==> config.mk <==
export PLATFORM = sky130hd
export DESIGN_NAME = mips_mem_arbiter_flat
export DESIGN_NICKNAME = d
export VERILOG_FILES = /design/src/rtl/mips_mem_arbiter_pkg.sv /design/src/rtl/mips_mem_arbiter_if.sv /design/src/rtl/mips_mem_arbiter_prio.sv /design/src/rtl/mips_mem_arbiter.sv /design/src/flat_wrapper.sv
export SDC_FILE = /design/constraint.sdc
export NUM_CORES = 1
export LEC_CHECK = 0
export CAP_MARGIN = 20
export CORE_UTILIZATION = 32
export DETAILED_ROUTE_END_ITERATION = 10
export PLACE_DENSITY = 0.78
export REMOVE_ABC_BUFFERS = 1
export SYNTH_ARGS = -nofsm -noshare
export SYNTH_HDL_FRONTEND = slang
export SYNTH_SLANG_ARGS = --single-unit
==> constraint.sdc <==
create_clock -name clk -period 1.7 [get_ports clk]
set_clock_uncertainty 0.05 [all_clocks]
set_input_delay 0.34 -clock clk [delete_from_list [all_inputs] [get_ports clk]]
set_output_delay 0.34 -clock clk [all_outputs]
set_load 0.02 [all_outputs]
==> src/rtl/mips_mem_arbiter_pkg.sv <==
// ---------------------------------------------------------------------------
// mips_mem_pkg
// Shared definitions for the pipe_MIPS32 memory arbiter:
//   - arb_state_e : arbiter FSM state encoding
//   - OWN_I/OWN_D : owner of the access currently in flight
//   - cnt_width() : bit width needed to hold a counter value 0..max_val
// ---------------------------------------------------------------------------
package mips_mem_pkg;

  typedef enum logic [1:0] {
    IDLE  = 2'd0,
    ISSUE = 2'd1,
    WAIT  = 2'd2,
    RESP  = 2'd3
  } arb_state_e;

  localparam logic OWN_I = 1'b0;
  localparam logic OWN_D = 1'b1;

  // Never returns 0 so that a counter with max value 0 still has one bit.
  function automatic int cnt_width(input int max_val);
    return (max_val < 1) ? 1 : $clog2(max_val + 1);
  endfunction

endpackage

==> src/rtl/mips_mem_arbiter_if.sv <==
// ---------------------------------------------------------------------------
// mips_mem_arbiter_if
// Bundles every handshake/bus signal of the arbiter:
//   fetch port  : i_req, i_addr, i_flush -> i_ack, i_rdata
//   data port   : d_req, d_we, d_addr, d_wdata -> d_ack, d_rdata
//   memory port : mem_en, mem_we, mem_addr, mem_wdata <- mem_rdata
// Modports:
//   slave  - the arbiter itself
//   master - the surroundings (pipeline stages plus the memory array)
// ---------------------------------------------------------------------------
interface mips_mem_arbiter_if #(
  parameter int AW = 10,
  parameter int DW = 32
);
  logic          i_req;
  logic [AW-1:0] i_addr;
  logic          i_flush;
  logic          i_ack;
  logic [DW-1:0] i_rdata;

  logic          d_req;
  logic          d_we;
  logic [AW-1:0] d_addr;
  logic [DW-1:0] d_wdata;
  logic          d_ack;
  logic [DW-1:0] d_rdata;

  logic          mem_en;
  logic          mem_we;
  logic [AW-1:0] mem_addr;
  logic [DW-1:0] mem_wdata;
  logic [DW-1:0] mem_rdata;

  modport slave (
    input  i_req, i_addr, i_flush,
    output i_ack, i_rdata,
    input  d_req, d_we, d_addr, d_wdata,
    output d_ack, d_rdata,
    output mem_en, mem_we, mem_addr, mem_wdata,
    input  mem_rdata
  );

  modport master (
    output i_req, i_addr, i_flush,
    input  i_ack, i_rdata,
    output d_req, d_we, d_addr, d_wdata,
    input  d_ack, d_rdata,
    input  mem_en, mem_we, mem_addr, mem_wdata,
    output mem_rdata
  );

endinterface

==> src/rtl/mips_mem_arbiter_prio.sv <==
// ---------------------------------------------------------------------------
// mips_mem_prio
// Grant decision between the data and fetch requesters plus the anti-starvation
// streak counter. Data wins unless fetch is pending and data has already won
// MAX_STREAK consecutive arbitrations while fetch was waiting.
// Ports:
//   clk, rst     : clock, synchronous active-high reset
//   arb_en_i     : arbiter is in IDLE; grants and counter updates only then
//   d_req_i      : data request
//   i_req_eff_i  : fetch request already masked by flush
//   grant_d_o    : grant data this cycle (combinational)
//   grant_i_o    : grant fetch this cycle (combinational)
// ---------------------------------------------------------------------------
module mips_mem_prio
  import mips_mem_pkg::*;
#(
  parameter int MAX_STREAK = 3
) (
  input  logic clk,
  input  logic rst,
  input  logic arb_en_i,
  input  logic d_req_i,
  input  logic i_req_eff_i,
  output logic grant_d_o,
  output logic grant_i_o
);

  localparam int              SW         = cnt_width(MAX_STREAK);
  localparam logic [SW-1:0]   STREAK_CAP = SW'(MAX_STREAK);

  logic [SW-1:0] streak_q;
  logic [SW-1:0] streak_d;
  logic          at_cap;

  assign at_cap    = (streak_q == STREAK_CAP);
  assign grant_d_o = arb_en_i & d_req_i & ~(i_req_eff_i & at_cap);
  assign grant_i_o = arb_en_i & i_req_eff_i & ~grant_d_o;

  // The streak only measures how long fetch has been overtaken, so it resets
  // whenever fetch wins or stops asking.
  always_comb begin
    streak_d = streak_q;
    if (arb_en_i) begin
      if (!i_req_eff_i || grant_i_o) begin
        streak_d = '0;
      end else if (grant_d_o && !at_cap) begin
        streak_d = streak_q + 1'b1;
      end
    end
  end

  always_ff @(posedge clk) begin
    if (rst) begin
      streak_q <= '0;
    end else begin
      streak_q <= streak_d;
    end
  end

endmodule

==> src/rtl/mips_mem_arbiter.sv <==
// ---------------------------------------------------------------------------
// mips_mem_arbiter
// Shares one single-port memory between the IF-stage fetch port and the
// MEM-stage load/store port. One access at a time: IDLE -> ISSUE -> WAIT ->
// RESP, ack in cycle N+2+MEM_LAT for a request sampled in IDLE at cycle N.
// A fetch flushed while in flight still reads memory but is neither acked nor
// written into i_rdata.
// Ports:
//   clk, rst : clock, synchronous active-high reset
//   bus      : slave view of mips_mem_arbiter_if (fetch, data, memory ports)
// All outputs come straight from registers.
// ---------------------------------------------------------------------------
module mips_mem_arbiter
  import mips_mem_pkg::*;
#(
  parameter int AW         = 10,
  parameter int DW         = 32,
  parameter int MEM_LAT    = 1,
  parameter int MAX_STREAK = 3
) (
  input  logic                clk,
  input  logic                rst,
  mips_mem_arbiter_if.slave   bus
);

  localparam int            WW        = cnt_width(MEM_LAT - 1);
  localparam logic [WW-1:0] WAIT_INIT = WW'(MEM_LAT - 1);

  arb_state_e    state_q;
  logic          owner_q;
  logic          we_q;       // access type, kept after mem_we drops
  logic          squash_q;
  logic [WW-1:0] wait_q;

  logic          i_ack_q;
  logic          d_ack_q;
  logic [DW-1:0] i_rdata_q;
  logic [DW-1:0] d_rdata_q;
  logic          mem_en_q;
  logic          mem_we_q;
  logic [AW-1:0] mem_addr_q;
  logic [DW-1:0] mem_wdata_q;

  logic i_req_eff;
  logic grant_d;
  logic grant_i;
  logic flush_hit;
  logic squash_now;

  assign i_req_eff  = bus.i_req & ~bus.i_flush;
  assign flush_hit  = (owner_q == OWN_I) & bus.i_flush;
  // A flush arriving in the capture cycle itself must still kill the result.
  assign squash_now = squash_q | flush_hit;

  mips_mem_prio #(
    .MAX_STREAK (MAX_STREAK)
  ) u_prio (
    .clk         (clk),
    .rst         (rst),
    .arb_en_i    (state_q == IDLE),
    .d_req_i     (bus.d_req),
    .i_req_eff_i (i_req_eff),
    .grant_d_o   (grant_d),
    .grant_i_o   (grant_i)
  );

  always_ff @(posedge clk) begin
    if (rst) begin
      state_q     <= IDLE;
      owner_q     <= OWN_I;
      we_q        <= 1'b0;
      squash_q    <= 1'b0;
      wait_q      <= '0;
      i_ack_q     <= 1'b0;
      d_ack_q     <= 1'b0;
      i_rdata_q   <= '0;
      d_rdata_q   <= '0;
      mem_en_q    <= 1'b0;
      mem_we_q    <= 1'b0;
      mem_addr_q  <= '0;
      mem_wdata_q <= '0;
    end else begin
      case (state_q)
        IDLE: begin
          squash_q <= 1'b0;
          // mem_en/mem_we are set here so they are high during ISSUE.
          if (grant_d) begin
            owner_q     <= OWN_D;
            we_q        <= bus.d_we;
            mem_en_q    <= 1'b1;
            mem_we_q    <= bus.d_we;
            mem_addr_q  <= bus.d_addr;
            mem_wdata_q <= bus.d_wdata;
            state_q     <= ISSUE;
          end else if (grant_i) begin
            owner_q     <= OWN_I;
            we_q        <= 1'b0;
            mem_en_q    <= 1'b1;
            mem_we_q    <= 1'b0;
            mem_addr_q  <= bus.i_addr;
            mem_wdata_q <= '0;
            state_q     <= ISSUE;
          end
        end

        ISSUE: begin
          mem_en_q <= 1'b0;
          mem_we_q <= 1'b0;
          wait_q   <= WAIT_INIT;
          if (flush_hit) squash_q <= 1'b1;
          state_q  <= WAIT;
        end

        WAIT: begin
          if (flush_hit) squash_q <= 1'b1;
          if (wait_q == '0) begin
            state_q <= RESP;
            if (owner_q == OWN_D) begin
              if (!we_q) d_rdata_q <= bus.mem_rdata;
              d_ack_q <= 1'b1;
            end else if (!squash_now) begin
              i_rdata_q <= bus.mem_rdata;
              i_ack_q   <= 1'b1;
            end
          end else begin
            wait_q <= wait_q - 1'b1;
          end
        end

        RESP: begin
          i_ack_q  <= 1'b0;
          d_ack_q  <= 1'b0;
          squash_q <= 1'b0;
          state_q  <= IDLE;
        end

        default: state_q <= IDLE;
      endcase
    end
  end

  assign bus.i_ack     = i_ack_q;
  assign bus.i_rdata   = i_rdata_q;
  assign bus.d_ack     = d_ack_q;
  assign bus.d_rdata   = d_rdata_q;
  assign bus.mem_en    = mem_en_q;
  assign bus.mem_we    = mem_we_q;
  assign bus.mem_addr  = mem_addr_q;
  assign bus.mem_wdata = mem_wdata_q;

endmodule

==> src/flat_wrapper.sv <==
// flat-port wrapper written by rule: the top's interface ports become plain ports
module mips_mem_arbiter_flat import mips_mem_pkg::*;
#(
  parameter int AW         = 10,
  parameter int DW         = 32,
  parameter int MEM_LAT    = 1,
  parameter int MAX_STREAK = 3
)
  (clk, rst, bus_i_req, bus_i_addr, bus_i_flush, bus_i_ack, bus_i_rdata, bus_d_req, bus_d_we, bus_d_addr, bus_d_wdata, bus_d_ack, bus_d_rdata, bus_mem_en, bus_mem_we, bus_mem_addr, bus_mem_wdata, bus_mem_rdata);
  mips_mem_arbiter_if #(.AW(AW), .DW(DW)) bus_i ();
  input  logic clk;
  input  logic rst;
  input wire logic [$bits(bus_i.i_req)-1:0] bus_i_req;
  input wire logic [$bits(bus_i.i_addr)-1:0] bus_i_addr;
  input wire logic [$bits(bus_i.i_flush)-1:0] bus_i_flush;
  output wire logic [$bits(bus_i.i_ack)-1:0] bus_i_ack;
  output wire logic [$bits(bus_i.i_rdata)-1:0] bus_i_rdata;
  input wire logic [$bits(bus_i.d_req)-1:0] bus_d_req;
  input wire logic [$bits(bus_i.d_we)-1:0] bus_d_we;
  input wire logic [$bits(bus_i.d_addr)-1:0] bus_d_addr;
  input wire logic [$bits(bus_i.d_wdata)-1:0] bus_d_wdata;
  output wire logic [$bits(bus_i.d_ack)-1:0] bus_d_ack;
  output wire logic [$bits(bus_i.d_rdata)-1:0] bus_d_rdata;
  output wire logic [$bits(bus_i.mem_en)-1:0] bus_mem_en;
  output wire logic [$bits(bus_i.mem_we)-1:0] bus_mem_we;
  output wire logic [$bits(bus_i.mem_addr)-1:0] bus_mem_addr;
  output wire logic [$bits(bus_i.mem_wdata)-1:0] bus_mem_wdata;
  input wire logic [$bits(bus_i.mem_rdata)-1:0] bus_mem_rdata;
  assign bus_i.i_req = bus_i_req;
  assign bus_i.i_addr = bus_i_addr;
  assign bus_i.i_flush = bus_i_flush;
  assign bus_i_ack = bus_i.i_ack;
  assign bus_i_rdata = bus_i.i_rdata;
  assign bus_i.d_req = bus_d_req;
  assign bus_i.d_we = bus_d_we;
  assign bus_i.d_addr = bus_d_addr;
  assign bus_i.d_wdata = bus_d_wdata;
  assign bus_d_ack = bus_i.d_ack;
  assign bus_d_rdata = bus_i.d_rdata;
  assign bus_mem_en = bus_i.mem_en;
  assign bus_mem_we = bus_i.mem_we;
  assign bus_mem_addr = bus_i.mem_addr;
  assign bus_mem_wdata = bus_i.mem_wdata;
  assign bus_i.mem_rdata = bus_mem_rdata;
  mips_mem_arbiter #(.AW(AW), .DW(DW), .MEM_LAT(MEM_LAT), .MAX_STREAK(MAX_STREAK)) u_core (.clk(clk), .rst(rst), .bus(bus_i));
endmodule
==> out/metrics.csv <==
metric,value,unit
status,completed,
antenna diode count,0,
Leak,3.12,nW
Area Overhead vs Synth,68.3,%
CP max-delay cell,dfxtp_1,
Slew Limit Fails,0,
Global Route Usage Sum,18.4,%
H-tree depth,4,
clock sink count,117,
minimum clock period,1.62,ns
Yosys reg bits,117,
Row Count,41,
final count of negative-setup-slack endpoints,0,
maximum clock frequency,618,MHz
hpwl dp,8.91,mm
placed cell areas,0.00654,mm^2
clock buffer depth,2,
clock-pin slew on the worst setup and hold paths,0.05,ns
Synth area leaders,"dfxtp_1 56%, nand2_1 13%, a21oi_1 9.1%, a22oi_1 6.1%, nor2_1 4.7%",
crit-path max FO,16,
fill cell count,1177,
Avg WL per Cell,14.8,um
Syn Inst Count,505,
worst hold path type,in -> reg,
Fin. Hold Viols,0,
clk root buf,clkbuf_16,
fin area,0.00710,mm^2
Synth Flop Type,dfxtp_1,
first-pass GRT wire length,19.3,mm
antenna-violating nets left,0,
worst-margin pin slew,0.301,ns
Async SR Flop Fraction,0,%
vias in the first global route,4021,
kind of critical path,reg -> reg,
"worst slack, placed",-0.261,ns
synthesized area per cell,8.35,um^2
grt met2 use,30.7,%
met1 Usage GRT,20.6,%
Worst setup EP type,flip-flop,
Clock Latency Late Sink,0.40,ns
Cells on Worst Hold Path,2,
synth cell count leaders,"142 x nand2_1, 117 x dfxtp_1, 77 x a21oi_1",
Num CTS Buffers,17,
path depth of the worst reg2reg path,9,
max-cap violations,0,
worst path cell trace,inv_2 -> ha_4 -> nand2b_1 -> buf_4 -> nor3_4 -> buf_6 -> buf_12 -> nand2_1 -> a21oi_1,
fin crit share,95.2,%
final core occ,55.8,%
total negative slack,0,ns
DIE HEIGHT,117,um
routability cong.,0.807,
VDD IR max,0.708,mV
port bufs,199,
drt drc,0,
1st-iter DRT viols,306,
register area share after synthesis,55.5,%
overall routed net length,13.2,mm
GR Util met3,7.31,%
PD cells,1370,mW/mm^2
fraction of layout cells with a size suffix above 1,8.47,%
Final WS setup,0.0820,ns
top-count cell post-synth,nand2_1,
Die X,117,um
initial antenna violation count,0,
drt pass-1 iters,4,
yosys warns,0,
CTS tree,done,
crit-path max cell delay,0.32,ns
max_slew headroom,80.0,%
Core ar.,0.0127,mm^2
via/cell ratio,4.90,
Die ar.,0.0136,mm^2
"EDFF count, synth",0,
Top Usage Layer GRT,met2,
total gr overflow,0,
largest area contributor in the netlist,dfxtp_1,
Vias,4375,
Synth Cell Area,0.00422,mm^2
pin count of the biggest net entering global routing,61,
Critical Path RT,1.97,ns
CP startpoint kind,flip-flop,
Top-Level Pins,200,
CP arrival,1.89,ns
count of nets after finishing,806,
Initial Util,33.2,%
Yosys cell types,28,
top-area cell type share of the netlist area,55.5,%
through the flow:
stage / hold WS [ns] / total power [mW] / cells
floorplan: 0.359 / 4.73 / 468
global placement: 0.385 / 6.17 / 859
detailed placement: 0.396 / 6.24 / 859
CTS: 0.193 / 9.61 / 888
global route: 0.199 / 10.2 / 892
finish: 0.212 / 9.70 / 892
worst max-delay path, delay by kind of cell (launching register included):
kind,cells,cell delay [ns]
buf+inv,4,0.54
fa+ha+maj,1,0.16
flops,1,0.32
simple gates,3,0.29
compound gates,1,0.14
sequential cells by signal, summed over array words and instances, names as in the netlist:
name and count:
u_core.bus.d_ack 1, u_core.bus.mem_we 1, u_core.bus.mem_en 1, u_core.bus.mem_wdata 32
u_core.we_q 1, u_core.bus.mem_addr 10, u_core.bus.i_ack 1, u_core.squash_q 1
u_core.u_prio.streak_q 2, u_core.state_q 2, u_core.owner_q 1, u_core.bus.d_rdata 32
u_core.bus.i_rdata 32
path summary, 6_finish.rpt:
check | startpoint | end | slack [ns]
setup / recovery | u_core.state_q[0] | u_core.bus.i_rdata[11] | 0.08
hold / removal | rst | u_core.bus.mem_addr[2] | 0.21
setup reg to reg | u_core.state_q[0] | u_core.bus.i_rdata[11] | 0.08
hold reg to reg | u_core.bus.d_rdata[14] | u_core.bus.d_rdata[14] | 0.40
cell type report:
class,count,area (um^2),area share (%)
Sequential cell,117,2340,33.0
Clock buffer,25,495,6.98
Timing Repair Buffer,223,2180,30.8
Clock inverter,4,95.1,1.34
Multi-Input combinational cell,346,1750,24.6
Inverter,5,18.8,0.264
Tap cell,172,215,3.03
kinds of logic after synthesis:
kind of cell | synth area share [%]
fa+ha+maj | 1.78
mux | 0.475
compound gates | 18.5
buf+inv | 4.18
simple gates | 19.5
flops | 55.5
power breakdown:
group | leakage (nW) | total [mW] | internal, mW | switching [mW]
clock | 0.289 | 3.56 | 2.43 | 1.13
combinational | 1.88 | 2.80 | 1.24 | 1.56
sequential | 0.952 | 3.33 | 3.12 | 0.209
total | 3.12 | 9.70 | 6.79 | 2.90
routing by layer:
layer  vias up  part of all wire [%]
met3        19                    10
met5         -                     0
met4         0                   1.2
li1       2093                     -
met2       226                    48
met1      2037                    40
placed cells by master, fill, tap and decap left out, types with 2 or more instances in the layout:
cell | synthesis | layout
nand2_1 | 142 | 142
dfxtp_1 | 117 | 116
dlygate4sd2_1 | 0 | 110
clkdlybuf4s50_1 | 0 | 88
a21oi_1 | 77 | 77
nor2_1 | 53 | 52
a22oi_1 | 34 | 34
clkbuf_16 | 0 | 19
buf_4 | 2 | 13
a211oi_1 | 12 | 12
buf_12 | 0 | 9
inv_1 | 5 | 4
ha_1 | 6 | 4
clkbuf_8 | 0 | 4
clkbuf_1 | 26 | 4
nand2b_1 | 3 | 3
bufinv_16 | 0 | 3
nand3_1 | 2 | 2
mux2i_1 | 2 | 2
or2_2 | 2 | 2
ha_4 | 0 | 2
timing repair:
item / 4_1_cts / 5_1_grt
hold buffers: 0 / 0
buffers inserted: 0 / 2
pin swaps: 0 / 1
endpoints found under the setup margin: 113 / 73
resized for setup: 111 / 8
endpoints found under the hold margin: 0 / 0
gates cloned: 0 / 2
Power figures use the tool's default switching activity.
